`src/rtl/multicycle_alu_if.sv`:
```
// Operation/result handshake bundle for multicycle_alu: the operation channel
// flows master->slave, the result channel flows slave->master.
interface multicycle_alu_if #(
  parameter int WIDTH = 32
);
  logic             valid_i;
  logic             ready_o;
  logic [WIDTH-1:0] data1_i;
  logic [WIDTH-1:0] data2_i;
  logic [2:0]       ALUCtrl_i;
  logic             valid_o;
  logic             ready_i;
  logic [WIDTH-1:0] data_o;
  logic             Zero_o;

  modport slave (
    input  valid_i, data1_i, data2_i, ALUCtrl_i, ready_i,
    output ready_o, valid_o, data_o, Zero_o
  );

  modport master (
    output valid_i, data1_i, data2_i, ALUCtrl_i, ready_i,
    input  ready_o, valid_o, data_o, Zero_o
  );
endinterface

```
`src/rtl/multicycle_alu.sv`:
```
// Multicycle ALU: single-cycle logic/add/sub, iterative shift-add multiply and,
// when MULTICYCLE_ALU_DIV_EN is defined, iterative restoring divide/remainder.
module multicycle_alu #(
  parameter int WIDTH = 32
) (
  input  logic             clk_i,
  input  logic             rst_i,
  multicycle_alu_if.slave  bus
);

  localparam int CW = $clog2(WIDTH);

  localparam logic [2:0] OP_AND  = 3'b000;
  localparam logic [2:0] OP_OR   = 3'b001;
  localparam logic [2:0] OP_ADD  = 3'b010;
  localparam logic [2:0] OP_SUB  = 3'b011;
  localparam logic [2:0] OP_MUL  = 3'b100;
`ifdef MULTICYCLE_ALU_DIV_EN
  localparam logic [2:0] OP_DIVU = 3'b101;
  localparam logic [2:0] OP_REMU = 3'b110;

  typedef enum logic [1:0] {IDLE = 2'd0, MUL = 2'd1, DIV = 2'd2, DONE = 2'd3} state_t;
`else
  typedef enum logic [1:0] {IDLE = 2'd0, MUL = 2'd1, DONE = 2'd3} state_t;
`endif

  state_t           state_reg, state_next;
  logic [WIDTH-1:0] a_reg, a_next;
  logic [WIDTH-1:0] b_reg, b_next;
  logic [WIDTH-1:0] acc_reg, acc_next;
  logic [CW-1:0]    cnt_reg, cnt_next;
  logic [WIDTH-1:0] data_reg, data_next;
  logic             zero_reg, zero_next;

  logic [WIDTH-1:0] simple_result;
  logic [WIDTH-1:0] mul_sum;
  logic             last_iter;

  always_comb begin
    simple_result = '0;
    case (bus.ALUCtrl_i)
      OP_AND:  simple_result = bus.data1_i & bus.data2_i;
      OP_OR:   simple_result = bus.data1_i | bus.data2_i;
      OP_ADD:  simple_result = bus.data1_i + bus.data2_i;
      OP_SUB:  simple_result = bus.data1_i - bus.data2_i;
      default: simple_result = '0;
    endcase
  end

  // a_reg shifts left as the multiplicand, b_reg shifts right exposing multiplier bits.
  assign mul_sum   = acc_reg + (b_reg[0] ? a_reg : '0);
  assign last_iter = (cnt_reg == CW'(WIDTH - 1));

`ifdef MULTICYCLE_ALU_DIV_EN
  // Division reuses acc_reg as the partial remainder and a_reg as dividend/quotient.
  logic             rem_sel_reg, rem_sel_next;
  logic [WIDTH:0]   div_shift;
  logic [WIDTH:0]   div_diff;
  logic             div_fits;
  logic [WIDTH-1:0] div_rem;
  logic [WIDTH-1:0] div_quot;

  assign div_shift = {acc_reg, a_reg[WIDTH-1]};
  assign div_diff  = div_shift - {1'b0, b_reg};
  assign div_fits  = ~div_diff[WIDTH];
  assign div_rem   = div_fits ? div_diff[WIDTH-1:0] : div_shift[WIDTH-1:0];
  assign div_quot  = {a_reg[WIDTH-2:0], div_fits};
`endif

  always_comb begin
    state_next = state_reg;
    a_next     = a_reg;
    b_next     = b_reg;
    acc_next   = acc_reg;
    cnt_next   = cnt_reg;
    data_next  = data_reg;
    zero_next  = zero_reg;
`ifdef MULTICYCLE_ALU_DIV_EN
    rem_sel_next = rem_sel_reg;
`endif
    case (state_reg)
      IDLE: begin
        if (bus.valid_i) begin
          a_next    = bus.data1_i;
          b_next    = bus.data2_i;
          acc_next  = '0;
          cnt_next  = '0;
          zero_next = (bus.data1_i == bus.data2_i);
          case (bus.ALUCtrl_i)
            OP_MUL: state_next = MUL;
`ifdef MULTICYCLE_ALU_DIV_EN
            OP_DIVU, OP_REMU: begin
              rem_sel_next = (bus.ALUCtrl_i == OP_REMU);
              if (bus.data2_i == '0) begin
                data_next  = (bus.ALUCtrl_i == OP_REMU) ? bus.data1_i : '1;
                state_next = DONE;
              end else begin
                state_next = DIV;
              end
            end
`endif
            default: begin
              data_next  = simple_result;
              state_next = DONE;
            end
          endcase
        end
      end
      MUL: begin
        acc_next = mul_sum;
        a_next   = a_reg << 1;
        b_next   = b_reg >> 1;
        cnt_next = cnt_reg + CW'(1);
        if (last_iter) begin
          data_next  = mul_sum;
          state_next = DONE;
        end
      end
`ifdef MULTICYCLE_ALU_DIV_EN
      DIV: begin
        acc_next = div_rem;
        a_next   = div_quot;
        cnt_next = cnt_reg + CW'(1);
        if (last_iter) begin
          data_next  = rem_sel_reg ? div_rem : div_quot;
          state_next = DONE;
        end
      end
`endif
      DONE: begin
        if (bus.ready_i) state_next = IDLE;
      end
      default: state_next = IDLE;
    endcase
  end

  always_ff @(posedge clk_i or negedge rst_i) begin
    if (!rst_i) begin
      state_reg <= IDLE;
      a_reg     <= '0;
      b_reg     <= '0;
      acc_reg   <= '0;
      cnt_reg   <= '0;
      data_reg  <= '0;
      zero_reg  <= 1'b0;
`ifdef MULTICYCLE_ALU_DIV_EN
      rem_sel_reg <= 1'b0;
`endif
    end else begin
      state_reg <= state_next;
      a_reg     <= a_next;
      b_reg     <= b_next;
      acc_reg   <= acc_next;
      cnt_reg   <= cnt_next;
      data_reg  <= data_next;
      zero_reg  <= zero_next;
`ifdef MULTICYCLE_ALU_DIV_EN
      rem_sel_reg <= rem_sel_next;
`endif
    end
  end

  assign bus.ready_o = (state_reg == IDLE);
  assign bus.valid_o = (state_reg == DONE);
  assign bus.data_o  = data_reg;
  assign bus.Zero_o  = zero_reg;

endmodule

```
`src/flat_wrapper.sv`:
```
// flat-port wrapper written by rule: the top's interface ports become plain ports
module multicycle_alu_flat 
#(
  parameter int WIDTH = 32
)
  (clk_i, rst_i, bus_valid_i, bus_data1_i, bus_data2_i, bus_ALUCtrl_i, bus_ready_i, bus_ready_o, bus_valid_o, bus_data_o, bus_Zero_o);
  multicycle_alu_if #(.WIDTH(WIDTH)) bus_i ();
  input  logic clk_i;
  input  logic rst_i;
  input wire logic [$bits(bus_i.valid_i)-1:0] bus_valid_i;
  input wire logic [$bits(bus_i.data1_i)-1:0] bus_data1_i;
  input wire logic [$bits(bus_i.data2_i)-1:0] bus_data2_i;
  input wire logic [$bits(bus_i.ALUCtrl_i)-1:0] bus_ALUCtrl_i;
  input wire logic [$bits(bus_i.ready_i)-1:0] bus_ready_i;
  output wire logic [$bits(bus_i.ready_o)-1:0] bus_ready_o;
  output wire logic [$bits(bus_i.valid_o)-1:0] bus_valid_o;
  output wire logic [$bits(bus_i.data_o)-1:0] bus_data_o;
  output wire logic [$bits(bus_i.Zero_o)-1:0] bus_Zero_o;
  assign bus_i.valid_i = bus_valid_i;
  assign bus_i.data1_i = bus_data1_i;
  assign bus_i.data2_i = bus_data2_i;
  assign bus_i.ALUCtrl_i = bus_ALUCtrl_i;
  assign bus_i.ready_i = bus_ready_i;
  assign bus_ready_o = bus_i.ready_o;
  assign bus_valid_o = bus_i.valid_o;
  assign bus_data_o = bus_i.data_o;
  assign bus_Zero_o = bus_i.Zero_o;
  multicycle_alu #(.WIDTH(WIDTH)) u_core (.clk_i(clk_i), .rst_i(rst_i), .bus(bus_i));
endmodule
```
`config.mk`:
```
export PLATFORM = sky130hd
export DESIGN_NAME = multicycle_alu_flat
export DESIGN_NICKNAME = d
export VERILOG_FILES = /design/src/rtl/multicycle_alu_if.sv /design/src/rtl/multicycle_alu.sv /design/src/flat_wrapper.sv
export SDC_FILE = /design/constraint.sdc
export NUM_CORES = 1
export LEC_CHECK = 0
export BUFFER_PORTS_ARGS = -buffer_cell sky130_fd_sc_hd__buf_2
export CAP_MARGIN = 20
export CORE_MARGIN = 5
export CORE_UTILIZATION = 44
export DETAILED_ROUTE_END_ITERATION = 7
export SLEW_MARGIN = 0
export SYNTH_ARGS = -nofsm -noshare
export SYNTH_HDL_FRONTEND = slang
export SYNTH_SLANG_ARGS = --single-unit
```
`constraint.sdc`:
```
create_clock -name clk_i -period 3.11 [get_ports clk_i]
set_input_delay 0.311 -clock clk_i [delete_from_list [all_inputs] [get_ports clk_i]]
set_output_delay 0.311 -clock clk_i [all_outputs]
set_load 0.03 [all_outputs]
```
==> results.toml, run 1 <==
[outcome]
outcome = "completed"

[synthesis]
synth-edff-count = 0
synth_cell_types = 81
synth_top_family_by_area = "compound AO/OA/AOI/OAI gates"
synthMuxAreaShare = 0.00900
syn_nets = 1832
synth_compound_area_frac = 0.287
syn_area_per_cell_sq_um = 7.62
yosysSeqAreaShare = 0.275
synth-xor-area-share = 0.0311
synth_ff_type = "dfrtp_1"
ys_ff_latch = 136
ys_async_sr_fraction = 1.00
synthAdderAreaFrac = 0.139
synth-simple-area-share = 0.198
synth_area_sq_mm = 0.0124
yosysWarningCount = 0
syn_inst = 1625

[pwr]
seqPwrFrac = 0.270
switching_share = 0.475
powerDensity_mw_per_mm2 = 809
comb_power_share = 0.547
irDropWorstVdd_mv = 0.741
p_switching_w = 0.00568
p_int_w = 0.00628
p_leak_nw = 7.03
clkPwrFrac = 0.183

[route]
vias = 12400
routedWlPerCell_um = 19.9
drt_wl_total_mm = 43.1
drt-initial-drc-count = 1184
remaining_drc_errors = 0
viasPerCell = 5.72
antenna_left = 0
firstDrtPassIters = 7

[clock_network]
cts-root-buf = "clkbuf_16"
cts_made_buffers = 17
htree_levels = 4
cts_buffer_depth = 2
clk_pin_slew_ns = 0.07
clock_sinks = 136
cts_tree = "built"
clock_latency_ns = 0.44

[floorplanning]
fp.dieW_um = 178
io_pins = 106
row_count = 61
die_y_um = 178
core_area_sq_mm = 0.0278
dieArea_sq_mm = 0.0316
initial_core_util = 0.446

[critical_path]
worstRegToRegCells = 12
reg2reg_from = "u_core.b_reg[0]"
worstSetupStartpointType = "flip-flop"
cp-end-kind = "flip-flop"
worst_path_max_delay_cell = "dfrtp_1"
path_max_fanout = 17
setup.worst_path.class = "reg2reg"
path_common_cell = "buf_4"
max_stage_delay_ns = 0.39
startpoint = "u_core.b_reg[0]"
worstPathRequired_ns = 3.47
crit_chain = "buf_4, buf_4, and2_1, ha_2, a21o_1, or3_1, o31ai_2, buf_4, a31oi_1, xor2_1, nand2_1, a31oi_1"
worstPathArrival_ns = 3.29

[timing]
fmax_ghz = 0.340
slew_headroom = 0.443
holdWs_ns = 0.164
hold_viol_final = 0
finalSetupViolations = 0
tightest_slew_ns = 0.830
min_period_over_period = 0.944
drv_slew = 0
fin_skew_ns = 0.0136
period_needed_ns = 2.94

[cells_and_area]
area_delta_synth_final_pct = 19.4
layout.nets = 1989
postLayoutCellArea_sq_mm = 0.0148
layout_common_cells = "nand2_1 (205), a21oi_1 (177), nor2_1 (170), dfrtp_1 (136), o21ai_0 (132)"
final_common_cell = "nand2_1"
diodes = 0
drive_gt1_frac = 0.173

[global_route]
grt_pass1_vias = 11900
grt_overflow = 0
grt_pass1_wl_mm = 67.1
grt_use_total = 0.273
grt_antenna_before_repair = 0
grt_max_degree = 97

[flow_run]
maxCapViolations = 0

[placement]
post_dp_cell_area_sq_mm = 0.0140
dpl.hpwl_mm = 33.8
io_buffers = 105
gp_congestion = 0.953

[min_path]
hold-path-cell-count = 2
hold_class = "in2reg"
min-delay-start = "bus_data1_i[0]"
worst max-delay path, delay by kind of cell, from the launching register on:
family / cells / cell delay, ns
AO/OA/AOI/OAI: 4 / 0.86
XOR/XNOR: 1 / 0.16
adder cells (fa/ha/maj): 1 / 0.32
buffers and inverters: 3 / 0.52
flip-flops: 1 / 0.39
AND/OR/NAND/NOR: 3 / 0.62
through the flow:
step	util	cells	setup WS [ns]	total power [W]	TNS (ns)
after CTS	0.528	2171	0.0214	0.0119	0
after global placement	0.505	2138	-0.119	0.00951	-0.119
final	0.532	2173	0.173	0.0120	0
after detailed placement	0.505	2138	-0.119	0.00964	-0.161
after global routing	0.532	2173	-0.0279	0.0129	-0.0701
after floorplan	-	1625	0.00246	0.00743	0
cells in the mapped netlist (11+ instances only):
master | count | area [sq um]
o31ai_1 | 20 | 150
inv_1 | 97 | 364
nand3_1 | 25 | 125
a21oi_1 | 180 | 901
o21bai_1 | 16 | 120
a21o_1 | 28 | 210
a31oi_1 | 27 | 169
clkbuf_1 | 65 | 244
xnor2_1 | 29 | 254
dfrtp_1 | 136 | 3400
xor2_1 | 15 | 131
buf_1 | 11 | 41.3
a22o_1 | 12 | 105
or3_1 | 11 | 68.8
and2_1 | 39 | 244
nand2_1 | 205 | 769
nor2_1 | 170 | 638
o21ai_0 | 136 | 681
nand4_1 | 13 | 81.3
o211ai_1 | 21 | 158
buf_2 | 18 | 90.1
a211oi_1 | 24 | 180
ha_1 | 133 | 1660
o21a_1 | 12 | 90.1
and3_1 | 16 | 100
nor3_1 | 17 | 85.1
final timing paths:
check	endpoint	slack [ns]
worst max-delay path	u_core.bus.data_o[26]	0.17
worst min-delay path	u_core.a_reg[0]	0.16
worst max register to register	u_core.bus.data_o[26]	0.17
worst min register to register	u_core.b_reg[28]	0.49
max in group asynchronous	u_core.bus.data_o[19]	1.91
min in group asynchronous	u_core.acc_reg[1]	0.35
final cells by class:
type | instances | area [sq um]
Tap cell | 378 | 473
Timing Repair Buffer | 233 | 1560
Clock buffer | 17 | 425
Sequential cell | 136 | 3400
Inverter | 98 | 368
Clock inverter | 15 | 186
Fill cell | 2756 | 13000
Multi-Input combinational cell | 1296 | 8370
layer usage:
layer	wire, um	vias to the layer above	share of wire	GRT usage
li1	-	6058	-	-
met1	20800	5892	0.48	0.405
met2	18800	427	0.44	0.413
met3	2710	45	0.063	0.0460
met4	845	0	0.020	0.0686
met5	0	-	0	0
kinds of logic after synthesis:
| logic type | Yosys count |
|---|---|
| AO/OA/AOI/OAI | 562 |
| XOR/XNOR | 44 |
| adder cells (fa/ha/maj) | 136 |
| buffers and inverters | 193 |
| flip-flops | 136 |
| multiplexers | 11 |
| AND/OR/NAND/NOR | 543 |
power groups by stage:
stage	Combinational [W]	Clock [W]	Sequential [W]
after floorplan	0.00403	0	0.00340
after global placement	0.00628	0	0.00323
after detailed placement	0.00639	0	0.00324
after CTS	0.00642	0.00223	0.00322
after global routing	0.00728	0.00231	0.00333
final	0.00654	0.00219	0.00323
repair_timing:
action	CTS	global route
setup buffers	0	2
gates resized for setup	1	23
hold endpoints to repair	40	0
endpoints found under the setup margin	3	20
hold buffers	1	0
pin swaps	1	13
Power figures use the tool's default switching activity.
==> inputs of run 2 (changes only) <==
--- a/config.mk
+++ b/config.mk
@@ -7,9 +7,13 @@
 export LEC_CHECK = 0
 export BUFFER_PORTS_ARGS = -buffer_cell sky130_fd_sc_hd__buf_2
 export CAP_MARGIN = 20
+export CELL_PAD_IN_SITES_DETAIL_PLACEMENT = 2
+export CELL_PAD_IN_SITES_GLOBAL_PLACEMENT = 2
 export CORE_MARGIN = 5
-export CORE_UTILIZATION = 44
+export CORE_UTILIZATION = 33
 export DETAILED_ROUTE_END_ITERATION = 7
+export GPL_TIMING_DRIVEN = 0
+export PLACE_DENSITY_LB_ADDON = 0.1
 export SLEW_MARGIN = 0
 export SYNTH_ARGS = -nofsm -noshare
 export SYNTH_HDL_FRONTEND = slang
==> results.toml, run 2 (synthesis gave the netlist of run 1 again) <==
[route]
remaining_drc_errors = 0
vias = 13200
antenna_left = 0
firstDrtPassIters = 5
drt-initial-drc-count = 770
routedWlPerCell_um = 26.4
drt_wl_total_mm = 59.9
viasPerCell = 5.82

[placement]
dpl.hpwl_mm = 45.4
dp_cells = 2205
gp_congestion = 0.939
io_buffers = 103

[pwr]
powerDensity_mw_per_mm2 = 860
irDropWorstVdd_mv = 0.378
p_leak_nw = 6.77

[floorplanning]
io_pins = 106
row_count = 71
fp.dieW_um = 204
initial_core_util = 0.332
core_area_sq_mm = 0.0373
die_y_um = 204
dieArea_sq_mm = 0.0415

[cells_and_area]
layout.nets = 1988
diodes = 0
area_delta_synth_final_pct = 21.2
final_common_cell = "nand2_1"
multiInputGateArea_sq_mm = 0.00880
layout_common_cells = "nand2_1 (202), nor2_1 (166), a21oi_1 (165), dfrtp_1 (135), o21ai_0 (126)"
layoutNonFillerInstCount = 2267
drive_gt1_frac = 0.167
ff_latch_area_sq_mm = 0.00340
num-fill-cells = 4396

[critical_path]
setup.worst_path.class = "reg2reg"
worstSetupStartpointType = "flip-flop"
path_max_fanout = 5
worstPathRequired_ns = 3.45
cp-end-kind = "flip-flop"
worstPathArrival_ns = 3.67

[clock_network]
clock_latency_ns = 0.46
clk_pin_slew_ns = 0.07
cts_made_buffers = 17
cts_tree = "built"
cts-root-buf = "clkbuf_16"
htree_levels = 4
cts_buffer_depth = 2
clock_sinks = 136

[timing]
holdWs_ns = 0.150
setup_slack_ns = -0.225
fin_skew_ns = 0.0102
period_needed_ns = 3.33
min_period_over_period = 1.07
fmax_ghz = 0.300
rsz0062_at_grt = "true"
finalSetupViolations = 13
tightest_slew_ns = 1.02
slew_headroom = 0.321
drv_slew = 0
hold_viol_final = 0

[global_route]
grt_antenna_before_repair = 1
grt_pass1_vias = 14100
grt_pass1_wl_mm = 88.3
grt_overflow = 0
grt_use_total = 0.280
grt_max_degree = 71

[outcome]
outcome = "finished with violations"
violations = "negative setup slack"

[min_path]
hold_class = "in2reg"

[flow_run]
maxCapViolations = 0
[run 2: through the flow]
stage / utilization / power (W) / setup TNS (ns) / area [sq um] / setup slack (ns)
after floorplan: - / 0.00743 / 0 / 12400 / 0.00246
after global placement: 0.362 / 0.00971 / -100.74 / 13500 / -0.979
after detailed placement: 0.363 / 0.00995 / -20.34 / 13600 / -0.987
after CTS: 0.392 / 0.0125 / -0.293 / 14600 / -0.0710
final: 0.402 / 0.0129 / -1.24 / 15000 / -0.225
after global routing: 0.402 / 0.0137 / -3.24 / 15000 / -0.295
[run 2: power breakdown]
part | leakage, nW | switching [W] | internal [W] | total [W]
combinational | 4.83 | 0.00512 | 0.00249 | 0.00761
sequential | 1.68 | 0.000616 | 0.00261 | 0.00323
clock | 0.255 | 0.000973 | 0.00110 | 0.00208
[run 2: final cells by class]
class	instances	share of cell area
Tap cell	474	0.0395
Buffer	89	0.0258
Inverter	98	0.0245
Sequential cell	136	0.227
Timing Repair Buffer	143	0.0594
Clock buffer	18	0.0286
Clock inverter	13	0.00834
Multi-Input combinational cell	1296	0.587
[run 2: critical path: stages (launching register included)]
cell and delay (ns):
dfrtp_2 0.47, buf_8 0.15, and2_4 0.15, ha_4 0.17, fa_2 0.38, a211oi_4 0.26
o21ai_2 0.11, nand4_1 0.20, buf_4 0.16, a21oi_4 0.06, o31ai_4 0.27, o21ai_2 0.14
a31oi_2 0.27, mux2i_2 0.30, a21oi_1 0.10
[run 2: layer usage]
| layer | GRT usage | vias to the layer above | part of all wire |
|---|---|---|---|
| li1 | - | 6047 | - |
| met1 | 0.377 | 6843 | 0.46 |
| met2 | 0.477 | 234 | 0.48 |
| met3 | 0.0420 | 73 | 0.034 |
| met4 | 0.0643 | 2 | 0.021 |
| met5 | 0 | - | 0.00022 |
[run 2: worst paths after layout]
path,start,end,slack (ns),cells past startpoint
hold reg to reg,u_core.b_reg[14],u_core.b_reg[14],0.49,2
hold / removal,bus_data1_i[0],u_core.a_reg[0],0.15,2
setup reg to reg,u_core.b_reg[0],u_core.bus.data_o[28],-0.22,14
max in group asynchronous,rst_i,u_core.a_reg[25],1.82,3
min in group asynchronous,rst_i,u_core.acc_reg[6],0.44,2
setup / recovery,u_core.b_reg[0],u_core.bus.data_o[28],-0.22,14
[run 2: repair_timing]
item / 4_1_cts / 5_1_grt
buffers inserted: 17 / 20
hold endpoints to repair: 66 / 0
gates resized for setup: 70 / 62
hold buffers: 1 / 0
cloned: 1 / 0
endpoints found under the setup margin: 38 / 35
pin swaps: 24 / 35
